## config.mk

```make
export PLATFORM = sky130hd
export DESIGN_NAME = cmp_event_monitor_flat
export DESIGN_NICKNAME = d
export VERILOG_FILES = /design/src/rtl/cmp_event_monitor_pkg.sv /design/src/rtl/cmp_event_monitor_if.sv /design/src/rtl/cmp_event_monitor_evt_slot.sv /design/src/rtl/cmp_event_monitor.sv /design/src/flat_wrapper.sv
export SDC_FILE = /design/constraint.sdc
export NUM_CORES = 1
export LEC_CHECK = 0
export ABC_CLOCK_PERIOD_IN_PS = 1800
export BUFFER_PORTS_ARGS = -buffer_cell sky130_fd_sc_hd__clkbuf_2
export CAP_MARGIN = 5
export CORE_MARGIN = 2
export CORE_UTILIZATION = 47
export DETAILED_ROUTE_END_ITERATION = 8
export GPL_TIMING_DRIVEN = 0
export PLACE_DENSITY = 0.76
export RECOVER_POWER = 25
export SYNTH_ARGS = -nofsm -noshare
export SYNTH_HDL_FRONTEND = slang
export SYNTH_HIERARCHICAL = 1
export SYNTH_SLANG_ARGS = --single-unit
```

## constraint.sdc

```tcl
create_clock -name clk -period 1.8 [get_ports clk]
set_input_delay 0.09 -clock clk [delete_from_list [all_inputs] [get_ports clk]]
set_output_delay 0.09 -clock clk [all_outputs]
set_load 0.01 [all_outputs]
```

## src/rtl/cmp_event_monitor_pkg.sv

```systemverilog
// Shared types and helpers for the comparator event monitor.
// Defines the 2-bit relation encoding and the decode of the comparator's
// three relation flags into a relation plus a well-formed bit.
package cmp_mon_pkg;

    // Stable-relation encoding, also used as the event code.
    typedef enum logic [1:0] {
        UNKNOWN = 2'b00,
        LESS    = 2'b01,
        EQUAL   = 2'b10,
        GREATER = 2'b11
    } rel_t;

    // Result of a flag decode: ok is low when the flag set is malformed.
    typedef struct packed {
        logic ok;
        rel_t rel;
    } flag_dec_t;

    // Width of the debounce run counter; PERSIST is limited to 1..15.
    localparam int RUN_W = 4;

    // Exactly one flag must be high; anything else is malformed.
    function automatic flag_dec_t decodeFlags(input logic aeqb,
                                              input logic agrtb,
                                              input logic alessb);
        flag_dec_t d;
        d.ok  = 1'b0;
        d.rel = UNKNOWN;
        case ({aeqb, agrtb, alessb})
            3'b100:  begin d.ok = 1'b1; d.rel = EQUAL;   end
            3'b010:  begin d.ok = 1'b1; d.rel = GREATER; end
            3'b001:  begin d.ok = 1'b1; d.rel = LESS;    end
            default: begin d.ok = 1'b0; d.rel = UNKNOWN; end
        endcase
        return d;
    endfunction

endpackage

```

## src/rtl/cmp_event_monitor_if.sv

```systemverilog
// Bundle of the monitor's sample input, event handshake and status outputs.
// master: the side feeding comparator samples and consuming events.
// slave:  the monitor itself.
interface cmp_event_monitor_if #(
    parameter int WIDTH = 4,
    parameter int CNT_W = 8
);
    logic             in_valid;
    logic [WIDTH-1:0] diff;
    logic             aeqb;
    logic             agrtb;
    logic             alessb;
    logic             clear;
    logic [1:0]       state;
    logic             evt_valid;
    logic             evt_ready;
    logic [1:0]       evt_code;
    logic [CNT_W-1:0] evt_stamp;
    logic [CNT_W-1:0] eq_cnt;
    logic [CNT_W-1:0] gt_cnt;
    logic [CNT_W-1:0] lt_cnt;
    logic [WIDTH-1:0] max_gt_diff;
    logic             err;
    logic             evt_ovf;

    modport master (
        output in_valid, diff, aeqb, agrtb, alessb, clear, evt_ready,
        input  state, evt_valid, evt_code, evt_stamp,
               eq_cnt, gt_cnt, lt_cnt, max_gt_diff, err, evt_ovf
    );

    modport slave (
        input  in_valid, diff, aeqb, agrtb, alessb, clear, evt_ready,
        output state, evt_valid, evt_code, evt_stamp,
               eq_cnt, gt_cnt, lt_cnt, max_gt_diff, err, evt_ovf
    );
endinterface

```

## src/rtl/cmp_event_monitor_evt_slot.sv

```systemverilog
// cmp_evt_slot: one-entry valid/ready holding register for state-change
// events. A new event loads when the slot is empty or being drained this
// cycle; otherwise it is dropped and the sticky overflow flag is raised.
module cmp_evt_slot #(
    parameter int CNT_W = 8
) (
    input  logic             clk,
    input  logic             rst,
    input  logic             clear,
    input  logic             load,
    input  logic [1:0]       loadCode,
    input  logic [CNT_W-1:0] loadStamp,
    input  logic             evtReady,
    output logic             evtValid,
    output logic [1:0]       evtCode,
    output logic [CNT_W-1:0] evtStamp,
    output logic             evtOvf
);
    logic canLoad;

    assign canLoad = !evtValid || evtReady;

    // Slot register: load, drain on handshake, or record a dropped event.
    always_ff @(posedge clk or posedge rst) begin
        // NOTE: non-blocking assignments keep every register sampling the
        // pre-edge values, so ordering of statements cannot create races.
        if (rst) begin
            evtValid <= 1'b0;
            evtCode  <= '0;
            evtStamp <= '0;
            evtOvf   <= 1'b0;
        end else if (clear) begin
            evtValid <= 1'b0;
            evtCode  <= '0;
            evtStamp <= '0;
            evtOvf   <= 1'b0;
        end else begin
            if (load && canLoad) begin
                evtValid <= 1'b1;
                evtCode  <= loadCode;
                evtStamp <= loadStamp;
            end else if (evtValid && evtReady) begin
                evtValid <= 1'b0;
            end
            if (load && !canLoad) begin
                evtOvf <= 1'b1;
            end
        end
    end

endmodule

```

## src/rtl/cmp_event_monitor.sv

```systemverilog
// cmp_event_monitor: debounces the comparator's relation flags into a stable
// relation state, emits an event on each stable change and tracks sticky
// error/overflow flags. Optional relation statistics are built only when the
// macro CMP_MON_STATS_EN is defined; otherwise those outputs read as zero.
module cmp_event_monitor #(
    parameter int WIDTH   = 4,
    parameter int PERSIST = 3,
    parameter int CNT_W   = 8
) (
    input logic              clk,
    input logic              rst,
    cmp_event_monitor_if.slave bus
);
    import cmp_mon_pkg::*;

    localparam logic [RUN_W-1:0] PERSIST_V = RUN_W'(PERSIST);

    rel_t             stateQ, stateD;
    rel_t             candQ, candD;
    logic [RUN_W-1:0] runQ, runD;
    logic [CNT_W-1:0] sampleIdx;
    logic             errQ;
    logic             fire;
    flag_dec_t        dec;
    logic             accept;
    logic             goodSample;
    logic             badSample;

    assign dec        = decodeFlags(bus.aeqb, bus.agrtb, bus.alessb);
    assign accept     = bus.in_valid && !bus.clear;
    assign goodSample = accept && dec.ok;
    assign badSample  = accept && !dec.ok;

    // Debounce next-state: extend or restart the run, switch state at PERSIST.
    always_comb begin
        // NOTE: every variable gets a default before any branch so no path
        // leaves it unassigned, which would otherwise infer a latch.
        stateD = stateQ;
        candD  = candQ;
        runD   = runQ;
        fire   = 1'b0;
        if (goodSample) begin
            if (dec.rel == candQ) begin
                runD = (runQ >= PERSIST_V) ? PERSIST_V : runQ + 1'b1;
            end else begin
                candD = dec.rel;
                runD  = RUN_W'(1);
            end
            if (runD == PERSIST_V && candD != stateQ) begin
                stateD = candD;
                fire   = 1'b1;
            end
        end
    end

    // Debounce state register.
    always_ff @(posedge clk or posedge rst) begin
        if (rst) begin
            stateQ <= UNKNOWN;
            candQ  <= UNKNOWN;
            runQ   <= '0;
        end else if (bus.clear) begin
            stateQ <= UNKNOWN;
            candQ  <= UNKNOWN;
            runQ   <= '0;
        end else begin
            stateQ <= stateD;
            candQ  <= candD;
            runQ   <= runD;
        end
    end

    // Sample index (wraps) and sticky malformed-flag error.
    always_ff @(posedge clk or posedge rst) begin
        if (rst) begin
            sampleIdx <= '0;
            errQ      <= 1'b0;
        end else if (bus.clear) begin
            sampleIdx <= '0;
            errQ      <= 1'b0;
        end else begin
            if (goodSample) sampleIdx <= sampleIdx + 1'b1;
            if (badSample)  errQ      <= 1'b1;
        end
    end

    // The stamp is the index of the sample that caused the change.
    cmp_evt_slot #(.CNT_W(CNT_W)) u_slot (
        .clk       (clk),
        .rst       (rst),
        .clear     (bus.clear),
        .load      (fire),
        .loadCode  (stateD),
        .loadStamp (sampleIdx),
        .evtReady  (bus.evt_ready),
        .evtValid  (bus.evt_valid),
        .evtCode   (bus.evt_code),
        .evtStamp  (bus.evt_stamp),
        .evtOvf    (bus.evt_ovf)
    );

    assign bus.state = stateQ;
    assign bus.err   = errQ;

`ifdef CMP_MON_STATS_EN
    logic [CNT_W-1:0] eqCnt, gtCnt, ltCnt;
    logic [WIDTH-1:0] maxGtDiff;

    // Saturating per-relation counters and running maximum of GREATER diffs.
    always_ff @(posedge clk or posedge rst) begin
        if (rst) begin
            eqCnt     <= '0;
            gtCnt     <= '0;
            ltCnt     <= '0;
            maxGtDiff <= '0;
        end else if (bus.clear) begin
            eqCnt     <= '0;
            gtCnt     <= '0;
            ltCnt     <= '0;
            maxGtDiff <= '0;
        end else if (goodSample) begin
            case (dec.rel)
                EQUAL:   if (eqCnt != '1) eqCnt <= eqCnt + 1'b1;
                LESS:    if (ltCnt != '1) ltCnt <= ltCnt + 1'b1;
                GREATER: begin
                    if (gtCnt != '1) gtCnt <= gtCnt + 1'b1;
                    if (bus.diff > maxGtDiff) maxGtDiff <= bus.diff;
                end
                default: ;
            endcase
        end
    end

    assign bus.eq_cnt      = eqCnt;
    assign bus.gt_cnt      = gtCnt;
    assign bus.lt_cnt      = ltCnt;
    assign bus.max_gt_diff = maxGtDiff;
`else
    // Statistics not built: the difference word has no consumer.
    logic unusedDiff;
    assign unusedDiff      = ^bus.diff;
    assign bus.eq_cnt      = '0;
    assign bus.gt_cnt      = '0;
    assign bus.lt_cnt      = '0;
    assign bus.max_gt_diff = '0;
`endif

endmodule

```

## src/flat_wrapper.sv

```systemverilog
// flat-port wrapper written by rule: the top's interface ports become plain ports
module cmp_event_monitor_flat import cmp_mon_pkg::*;
#(
    parameter int WIDTH   = 4,
    parameter int PERSIST = 3,
    parameter int CNT_W   = 8
)
  (clk, rst, bus_in_valid, bus_diff, bus_aeqb, bus_agrtb, bus_alessb, bus_clear, bus_evt_ready, bus_state, bus_evt_valid, bus_evt_code, bus_evt_stamp, bus_eq_cnt, bus_gt_cnt, bus_lt_cnt, bus_max_gt_diff, bus_err, bus_evt_ovf);
  cmp_event_monitor_if #(.WIDTH(WIDTH), .CNT_W(CNT_W)) bus_i ();
  input logic clk;
  input logic rst;
  input wire logic [$bits(bus_i.in_valid)-1:0] bus_in_valid;
  input wire logic [$bits(bus_i.diff)-1:0] bus_diff;
  input wire logic [$bits(bus_i.aeqb)-1:0] bus_aeqb;
  input wire logic [$bits(bus_i.agrtb)-1:0] bus_agrtb;
  input wire logic [$bits(bus_i.alessb)-1:0] bus_alessb;
  input wire logic [$bits(bus_i.clear)-1:0] bus_clear;
  input wire logic [$bits(bus_i.evt_ready)-1:0] bus_evt_ready;
  output wire logic [$bits(bus_i.state)-1:0] bus_state;
  output wire logic [$bits(bus_i.evt_valid)-1:0] bus_evt_valid;
  output wire logic [$bits(bus_i.evt_code)-1:0] bus_evt_code;
  output wire logic [$bits(bus_i.evt_stamp)-1:0] bus_evt_stamp;
  output wire logic [$bits(bus_i.eq_cnt)-1:0] bus_eq_cnt;
  output wire logic [$bits(bus_i.gt_cnt)-1:0] bus_gt_cnt;
  output wire logic [$bits(bus_i.lt_cnt)-1:0] bus_lt_cnt;
  output wire logic [$bits(bus_i.max_gt_diff)-1:0] bus_max_gt_diff;
  output wire logic [$bits(bus_i.err)-1:0] bus_err;
  output wire logic [$bits(bus_i.evt_ovf)-1:0] bus_evt_ovf;
  assign bus_i.in_valid = bus_in_valid;
  assign bus_i.diff = bus_diff;
  assign bus_i.aeqb = bus_aeqb;
  assign bus_i.agrtb = bus_agrtb;
  assign bus_i.alessb = bus_alessb;
  assign bus_i.clear = bus_clear;
  assign bus_i.evt_ready = bus_evt_ready;
  assign bus_state = bus_i.state;
  assign bus_evt_valid = bus_i.evt_valid;
  assign bus_evt_code = bus_i.evt_code;
  assign bus_evt_stamp = bus_i.evt_stamp;
  assign bus_eq_cnt = bus_i.eq_cnt;
  assign bus_gt_cnt = bus_i.gt_cnt;
  assign bus_lt_cnt = bus_i.lt_cnt;
  assign bus_max_gt_diff = bus_i.max_gt_diff;
  assign bus_err = bus_i.err;
  assign bus_evt_ovf = bus_i.evt_ovf;
  cmp_event_monitor #(.WIDTH(WIDTH), .PERSIST(PERSIST), .CNT_W(CNT_W)) u_core (.clk(clk), .rst(rst), .bus(bus_i));
endmodule
```

Yosys cells after proc, flatten, opt, wreduce, memory -nomap -nowiden --
Cells that the tools add are included. Widths: inputs -> output; s select.
Storage, ports and cells: bits in registers 29, output and inout bits 43
Cells by class: add/sub/neg operators 2, $lt $le $gt $ge 1, equal/unequal tests 6, multiplexer cells 28, reductions and logical operators 17
Operators with widths (number):
- $mux 8 | 4
- $mux 4 | 5
- $mux 2 | 9
- $mux 1 | 9
- $pmux 3 s3 | 1
- $add 8x1->8 const B | 1
- $reduce_bool 2->1 | 4
- $logic_and 1x1->1 | 7
- $add 4x1->4 const B | 1
- $eq 4x2->1 const B | 1
- $ge 4x2->1 const B | 1
- $logic_not 1->1 | 4
- $eq 3x1->1 const B | 1
- $eq 3x2->1 const B | 1
- $eq 3x3->1 const B | 1
- $reduce_bool 3->1 | 1
- $eq 2x2->1 | 1
- $ne 2x2->1 | 1
- $logic_or 1x1->1 | 1

Logic depth before layout (Yosys ltp) --
Gate-level depths: netlist of run 1.
depth after elaboration 12, depth in mapped cells 8, depth with buffers taken out 7

Modules after synthesis --
The synthesis of run 1 kept the hierarchy.
Modules (own cells, without submodules):
- cmp_event_monitor | times used 1, cells an instance 152, area an instance 1335.0 µm², sequential area each 425.4 µm²
- cmp_evt_slot | times used 1, cells an instance 52, area an instance 600.6 µm², sequential area each 300.3 µm²

Worst setup path after synthesis of run 1 --
Ideal clock, no wire load.
path type reg-to-reg, start point register u_core.runQ[0], end point register u_core.u_slot.evtCode[0], arrival 1825 ps, data required time 1721 ps, setup slack -105 ps, stages on the path, launching flop included 9, cell sequence dfrtp_1 ha_1 nand2b_1 a21oi_1 o211ai_1 nor3_1 nor2b_4 buf_12 mux2i_1
Between the ends: word-level cells in the longest chain between the ends 10
RTL lines:
- start, declared | line cmp_event_monitor.sv:20 | logic [RUN_W-1:0] runQ, runD;
- start signal, assigned | line cmp_event_monitor.sv:69 | runQ <= runD;
- $add 4x1->4 or $ge 4x2->1 (tied branches) | line cmp_event_monitor.sv:44 | runD = (runQ >= PERSIST_V) ? PERSIST_V : runQ + 1'b1;
- $mux 4 (*) | line cmp_event_monitor.sv:44
- $mux 4 (*) | line cmp_event_monitor.sv:43 | if (dec.rel == candQ) begin
- $mux 4 (*) | line cmp_event_monitor.sv:42 | if (goodSample) begin
- $eq 4x2->1 (*) | line cmp_event_monitor.sv:49 | if (runD == PERSIST_V && candD != stateQ) begin
- $logic_and 1x1->1 (*) | line cmp_event_monitor.sv:49
- $mux 1 (*) | line cmp_event_monitor.sv:49
- $mux 1 (*) | line cmp_event_monitor.sv:42
- via u_core.fire | line cmp_event_monitor.sv:23 | logic fire;
- $logic_and 1x1->1 (*) | line cmp_event_monitor_evt_slot.sv:38 | if (load && canLoad) begin
- $reduce_bool 2->1 (no line) (*)
- end signal, assigned | line cmp_event_monitor_evt_slot.sv:40 | evtCode <= loadCode;
- end, declared | line cmp_event_monitor_evt_slot.sv:15 | output logic [1:0] evtCode,
Mark *: on every way through the listed nets, which the timed path passes. The rest lies on a longest branch. The select of a mux whose other input is x is not followed. A chain may end at the register's enable or synchronous reset.

Worst setup path in the final report of run 1 --
start point register u_core.runQ[1], end point register u_core.u_slot.evtStamp[4]
Between the ends: word-level cells in the longest chain between the ends 10
RTL lines:
- $add 4x1->4 or $ge 4x2->1 (tied branches) | line cmp_event_monitor.sv:44
- $mux 4 (*) | line cmp_event_monitor.sv:44
- $mux 4 (*) | line cmp_event_monitor.sv:43
- $mux 4 (*) | line cmp_event_monitor.sv:42
- $eq 4x2->1 (*) | line cmp_event_monitor.sv:49
- $logic_and 1x1->1 (*) | line cmp_event_monitor.sv:49
- $mux 1 (*) | line cmp_event_monitor.sv:49
- $mux 1 (*) | line cmp_event_monitor.sv:42
- via u_core.fire | line cmp_event_monitor.sv:23
- $logic_and 1x1->1 (*) | line cmp_event_monitor_evt_slot.sv:38
- $reduce_bool 2->1 (no line) (*)
- end signal, assigned | line cmp_event_monitor_evt_slot.sv:41 | evtStamp <= loadStamp;
- end, declared | line cmp_event_monitor_evt_slot.sv:16 | output logic [CNT_W-1:0] evtStamp,
Marks and branches as above.

==> results of run 1 <==
==> path summary, 6_finish.rpt <==
check | slack (ns) | cells past startpoint | end
max in group asynchronous | 0.91 | 3 | u_core/bus.state[0]
worst max-delay path | -0.13 | 8 | u_core/u_slot/evtStamp[4]
worst min register to register | 0.50 | 2 | u_core/bus.err
min in group asynchronous | 0.36 | 3 | u_core/u_slot/evtStamp[1]
worst max register to register | -0.13 | 8 | u_core/u_slot/evtStamp[4]
worst min-delay path | 0.12 | 4 | u_core/u_slot/evtValid
==> state kept, by name, indices dropped and copies added, names as in the netlist <==
| signal | cells |
|---|---|
| u_core/bus.err | 1 |
| u_core/bus.state | 2 |
| u_core/sampleIdx | 8 |
| u_core/u_slot/evtValid | 1 |
| u_core/runQ | 4 |
| u_core/candQ | 2 |
| u_core/u_slot/evtStamp | 8 |
| u_core/u_slot/evtOvf | 1 |
| u_core/u_slot/evtCode | 2 |
==> timing repair <==
| action | in CTS | in global routing |
|---|---|---|
| resized for setup | 1 | 3 |
| setup endpoints to repair | 10 | 10 |
| endpoints found under the hold margin | 29 | 0 |
| setup buffers | 2 | 1 |
| hold buffers | 1 | 0 |
| pin swaps | 2 | 2 |
==> tightest hold or removal path, delay by kind of cell <==
kind / cells / cell delay (ns)
simple gates: 3 / 0.17
buf+inv: 1 / 0.11
==> metal layers <==
| layer | global-route usage (%) | part of all wire [%] | up-vias |
|---|---|---|---|
| met5 | 0 | 0 | - |
| met4 | 6.000 | 1.6 | 0 |
| met3 | 4.934 | 5.1 | 6 |
| met2 | 29.25 | 48 | 35 |
| met1 | 22.88 | 46 | 697 |
| li1 | - | - | 769 |
==> power groups by stage <==
stage / Clock (W) / Combinational [W] / Sequential, W
after floorplan: 0 / 0.000178 / 0.000681
after global placement: 0 / 0.000216 / 0.000682
after detailed placement: 0 / 0.000220 / 0.000683
after CTS: 0.000609 / 0.000225 / 0.000670
after global routing: 0.000634 / 0.000258 / 0.000672
final: 0.000593 / 0.000229 / 0.000672
==> cell families (layout without fill, tap and decap cells) <==
group,after synthesis,count (layout)
AO/OA/AOI/OAI,33,33
adder cells (fa/ha/maj),3,3
XOR/XNOR,3,3
AND/OR/NAND/NOR,75,75
buffers and inverters,45,77
other,1,28
multiplexers,15,15
flip-flops,29,29
==> through the flow <==
step	instances	utilization (%)
after floorplan	231	-
after global placement	301	55.51
after detailed placement	301	55.51
after CTS	312	58.79
after global routing	313	59.48
final	313	59.48
==> Yosys cell counts, drive strengths merged (4+ instances only) <==
cell type	n
buf	34
dfrtp	29
a21oi	12
mux2	5
clkbuf	5
nor3	6
inv	6
nand2	6
nor2	13
mux2i	10
nand2b	22
nand3	4
or4	4
nor2b	7
o21ai	5
==> layout make-up <==
| type | count | area, um2 | area share, % |
|---|---|---|---|
| multi-input cells | 157 | 1039 | 43.96 |
| clock buffers | 7 | 96.34 | 4.078 |
| flip-flops and latches | 29 | 725.7 | 30.72 |
| clock inverters | 1 | 5.005 | 0.2119 |
| inverters | 6 | 22.52 | 0.9534 |
| well taps | 50 | 62.56 | 2.648 |
| repair buffers | 24 | 127.6 | 5.403 |
| plain buffers | 39 | 284.0 | 12.02 |
==> results.toml, run 1 <==
[outcome]
outcome = "finished with violations"
violations = "negative setup slack"

[global_routing]
track_usage_pct = 17.93
grt_overflow_total = 0
grt_start_max_net_pins = 18
grt_first_pass_wirelength_um = 6141
grt_pass1_vias = 1316
antenna_found_initial = 0

[power]
clockPowerShare_pct = 39.7
switching_share_pct = 26.05
ir_worst_vdd_mv = 0.3476
p_leak_nw = 1.101
pwr-share-seq_pct = 44.9
p_int_w = 0.001105
pwr-share-comb_pct = 15.4
p_switching_w = 0.0003892
p_total_w = 0.001494
power.density_nw_per_um2 = 632.4

[sta]
tns_ns = -0.8320
drv_slew = 0
holdWs_ns = 0.1245
fin_ws_ns = -0.1330
max_slew.worst_pin.slew_ns = 0.6828
fmax_mhz = 517.3
hold_viol_final = 0
layout_min_cycle_time_ns = 1.933
finalCritPeriodShare_pct = 107.4
setup_viol = 10
skew_ns = 0.004924
timing.slew.headroom_pct = 54.43
rsz0062_at_grt = "true"

[synthesis]
synth_mux_area_share_pct = 8.080
ys.flop_type = "dfrtp_1"
synth_edf_count = 0
yosysWarnings = 6
synth_cells = 204
synthXorXnorAreaFrac_pct = 1.745
ys_types = 46
yosys.area_share.adder_pct = 1.810
synth_compound_area_share_pct = 11.31
synth_area_leaders = "dfrtp_1, buf_4, nand2b_1"
netlist_area_um2 = 1936
async_flop_share_pct = 100.0
synth-seq-area-share_pct = 37.49
syn_area_per_cell_um2 = 9.488
synth_top_family_by_area = "simple AND/OR/NAND/NOR gates"
ys_seq_elements = 29
synth_top_cell_area_share_pct = 37.49
yosys.area.top_type = "dfrtp_1"
yosys.area_share.simple_pct = 23.53

[setup_path]
cp_top_family = "simple AND/OR/NAND/NOR gates"
startpoint = "u_core/runQ[1]"
critPathLaunchType = "flip-flop"
path_buf_inv = 1
cpPeakStageDelay_ns = 0.39
crit_fanout = 10
slowest_stage = "dfrtp_1"
path_cells = "ha_1 > nand2b_1 > a21oi_1 > o211ai_1 > nor3_2 > nor2b_4 > buf_12 > mux2i_2"
cp-end-kind = "flip-flop"
rr_startpoint = "u_core/runQ[1]"
required_ns = 2.00
critPathKind = "reg2reg"
crit_arrival_ns = 2.13

[die]
die_h_um = 68.18
chipWidth_um = 68.18
coreArea_um2 = 3971
start_util_pct = 48.74
die-area_um2 = 4648
ioPinCount = 55
row_count = 23

[final_layout]
layout_commonest_cell = "buf_4"
design_area_um2 = 2362
nNetsFinal = 276
area_growth_pct = 22.04
drive_gt1_share_pct = 29.66
fillerInstances = 368
final_cell_mix = "buf_4, dfrtp_1, conb_1"
antenna_cells = 0

[detailed_routing]
wire_per_inst_um = 12.20
wirelength_um = 3820
vias_per_cell = 4.815
drc = 0
drtAntennaViolNets = 0
drtIter0Drc = 73
drtPass1Iterations = 4
vias = 1507

[clock_tree]
path_clk_slew_ns = 0.06
cts-root-buf = "clkbuf_8"
cts_max_path_buffers = 2
cts.sinks = 29
insertion_delay_ns = 0.28
cts_tree = "done"
cts_buffers = 5
htree_levels = 2

[hold_path]
hp-start = "bus_evt_ready"
hp-class = "in2reg"

[placement]
gp_routability_congestion = 0.8114
placed_cell_area_um2 = 2205
place_ws_ns = -0.2242
dp_hpwl_um = 2770
numPortBuffers = 20

[job]
drv_cap = 0
(Power assumes the default switching activity.)
==> run 2: changes to the inputs <==
Settings changed: ABC_CLOCK_PERIOD_IN_PS 1800 to 2440, CORE_UTILIZATION 47 to 50, PLACE_DENSITY 0.76 to 0.77.
Clock period 1.8 ns to 2.44 ns, I/O delays scaled along.
==> run 2 against run 1 <==
Net effect:
- the flow now finishes without violations
- clock power down 15%
- wire length down 4.4%
- fmax down 10%
- sequential share of layout area up 0.63 points
- first-iteration DRC count down 12%
- utilization up 3.3 points
- final cell count down 1.6%
- sequential power down 26%
- hold slack better by 0.026 ns
- critical path depth unchanged
- combinational power down 29%
- final area down 2.0%
- critical path type unchanged
- largest cell class unchanged
- largest power group is now the clock network
- highest routed layer unchanged
==> results.toml, run 2 (synthesis gave the netlist of run 1 again) <==
[setup_path]
crit_fanout = 10
path_buf_inv = 1
crit_arrival_ns = 2.35
cp_top_family = "simple AND/OR/NAND/NOR gates"
slowest_stage = "dfrtp_1"
critPathLaunchType = "flip-flop"
cpPeakStageDelay_ns = 0.40
required_ns = 2.64
critPathKind = "reg2reg"
path_cells = "ha_1 > nand2b_1 > a21oi_1 > o211ai_1 > nor3_1 > nor2b_4 > buf_12 > mux2i_1"
cp-end-kind = "flip-flop"

[sta]
rsz0062_at_grt = "false"
skew_ns = 0.006310
max_slew.worst_pin.slew_ns = 0.6687
tns_ns = 0
finalCritPeriodShare_pct = 88.07
holdWs_ns = 0.1500
setup_viol = 0
fin_ws_ns = 0.2911
timing.slew.headroom_pct = 55.37
fmax_mhz = 465.4
drv_slew = 0
hold_viol_final = 0
layout_min_cycle_time_ns = 2.149

[global_routing]
grt_start_max_net_pins = 18
grt_overflow_total = 0
antenna_found_initial = 0
track_usage_pct = 17.75
grt_first_pass_wirelength_um = 5920
grt_pass1_vias = 1257

[final_layout]
final_cell_mix = "buf_4, dfrtp_1, conb_1"
layout_commonest_cell = "buf_4"
antenna_cells = 0
reg_top3 = "u_core/sampleIdx (8), u_core/u_slot/evtStamp (8), u_core/runQ (4)"
nNetsFinal = 273
drive_gt1_share_pct = 25.38
fin_util_pct = 62.75
area_growth_pct = 19.59

[clock_tree]
cts-root-buf = "clkbuf_8"
cts.sinks = 29
cts_buffers = 5
insertion_delay_ns = 0.28
cts_resized = 0
htree_levels = 2
cts_max_path_buffers = 2
cts_tree = "done"
path_clk_slew_ns = 0.06

[placement]
place_ws_ns = 0.2964
gp_routability_congestion = 0.8044
dp_hpwl_um = 2707
numPortBuffers = 20

[die]
chipWidth_um = 66.22
coreArea_um2 = 3689
die_h_um = 66.22
die-area_um2 = 4385
row_count = 22
start_util_pct = 52.48
ioPinCount = 55

[power]
p_leak_nw = 1.075
ir_worst_vdd_mv = 0.3067
p_total_w = 0.001166
power.density_nw_per_um2 = 503.5

[detailed_routing]
drc = 0
vias_per_cell = 4.841
drtAntennaViolNets = 0
wirelength_um = 3652
wire_per_inst_um = 11.86
drtPass1Iterations = 4
vias = 1491
drtIter0Drc = 64

[outcome]
outcome = "finished clean"

[job]
drv_cap = 0

[hold_path]
hp-class = "in2reg"
==> run 2: cell count changes in the layout (fill, tap and decap cells not counted), sizes merged <==
cell,change
bufinv,+1
buf,-3
clkinv,-1
==> run 2: final timing paths <==
check,startpoint,end,slack (ns),cells past startpoint
max,u_core/runQ[0],u_core/u_slot/evtStamp[4],0.29,8
min,bus_evt_ready,u_core/u_slot/evtValid,0.15,4
max reg2reg,u_core/runQ[0],u_core/u_slot/evtStamp[4],0.29,8
min reg2reg,u_core/u_slot/evtOvf,u_core/u_slot/evtOvf,0.50,2
max in group asynchronous,rst,u_core/sampleIdx[0],1.52,3
min in group asynchronous,rst,u_core/u_slot/evtStamp[7],0.39,3
==> run 2: layout make-up <==
class / count / area, um2
clock buffer: 7 / 86.33
clock inverter: 1 / 30.03
buffer: 39 / 284.0
multi-input combinational: 157 / 1005
fill: 336 / 1374
timing repair buffer: 21 / 101.3
sequential: 29 / 725.7
inverter: 6 / 22.52
tap: 48 / 60.06
==> run 2: layer usage <==
layer / vias to the layer above / track usage, % / share of wire [%]
li1: 762 / - / -
met1: 694 / 24.06 / 48
met2: 31 / 27.38 / 46
met3: 4 / 5.111 / 5.1
met4: 0 / 5.357 / 0.74
met5: - / 0 / 0
==> run 2: timing repair <==
action | CTS | global route
hold buffers | 1 | 0
endpoints found under the hold margin | 29 | 0
setup buffers | 0 | 0
==> run 2: stage by stage <==
step                area, um2  std cells
floorplan                2037        231
global placement         2197        299
detailed placement       2197        299
CTS                      2323        308
global route             2315        308
finish                   2315        308
==> run 2: where the power goes <==
group / switching (W) / internal [W] / total (W)
combinational: 0.0000932 / 0.0000702 / 0.000163
clock: 0.000175 / 0.000332 / 0.000507
sequential: 0.00000766 / 0.000487 / 0.000495
==> run 2: worst reg2reg max path, delay by kind of cell, from the launching register on <==
| family | cells | cell delay (ns) |
|---|---|---|
| AND/OR/NAND/NOR | 3 | 0.68 |
| flip-flops | 1 | 0.40 |
| AO/OA/AOI/OAI | 2 | 0.33 |
| adder cells (fa/ha/maj) | 1 | 0.31 |
| multiplexers | 1 | 0.20 |
| buffers and inverters | 1 | 0.15 |
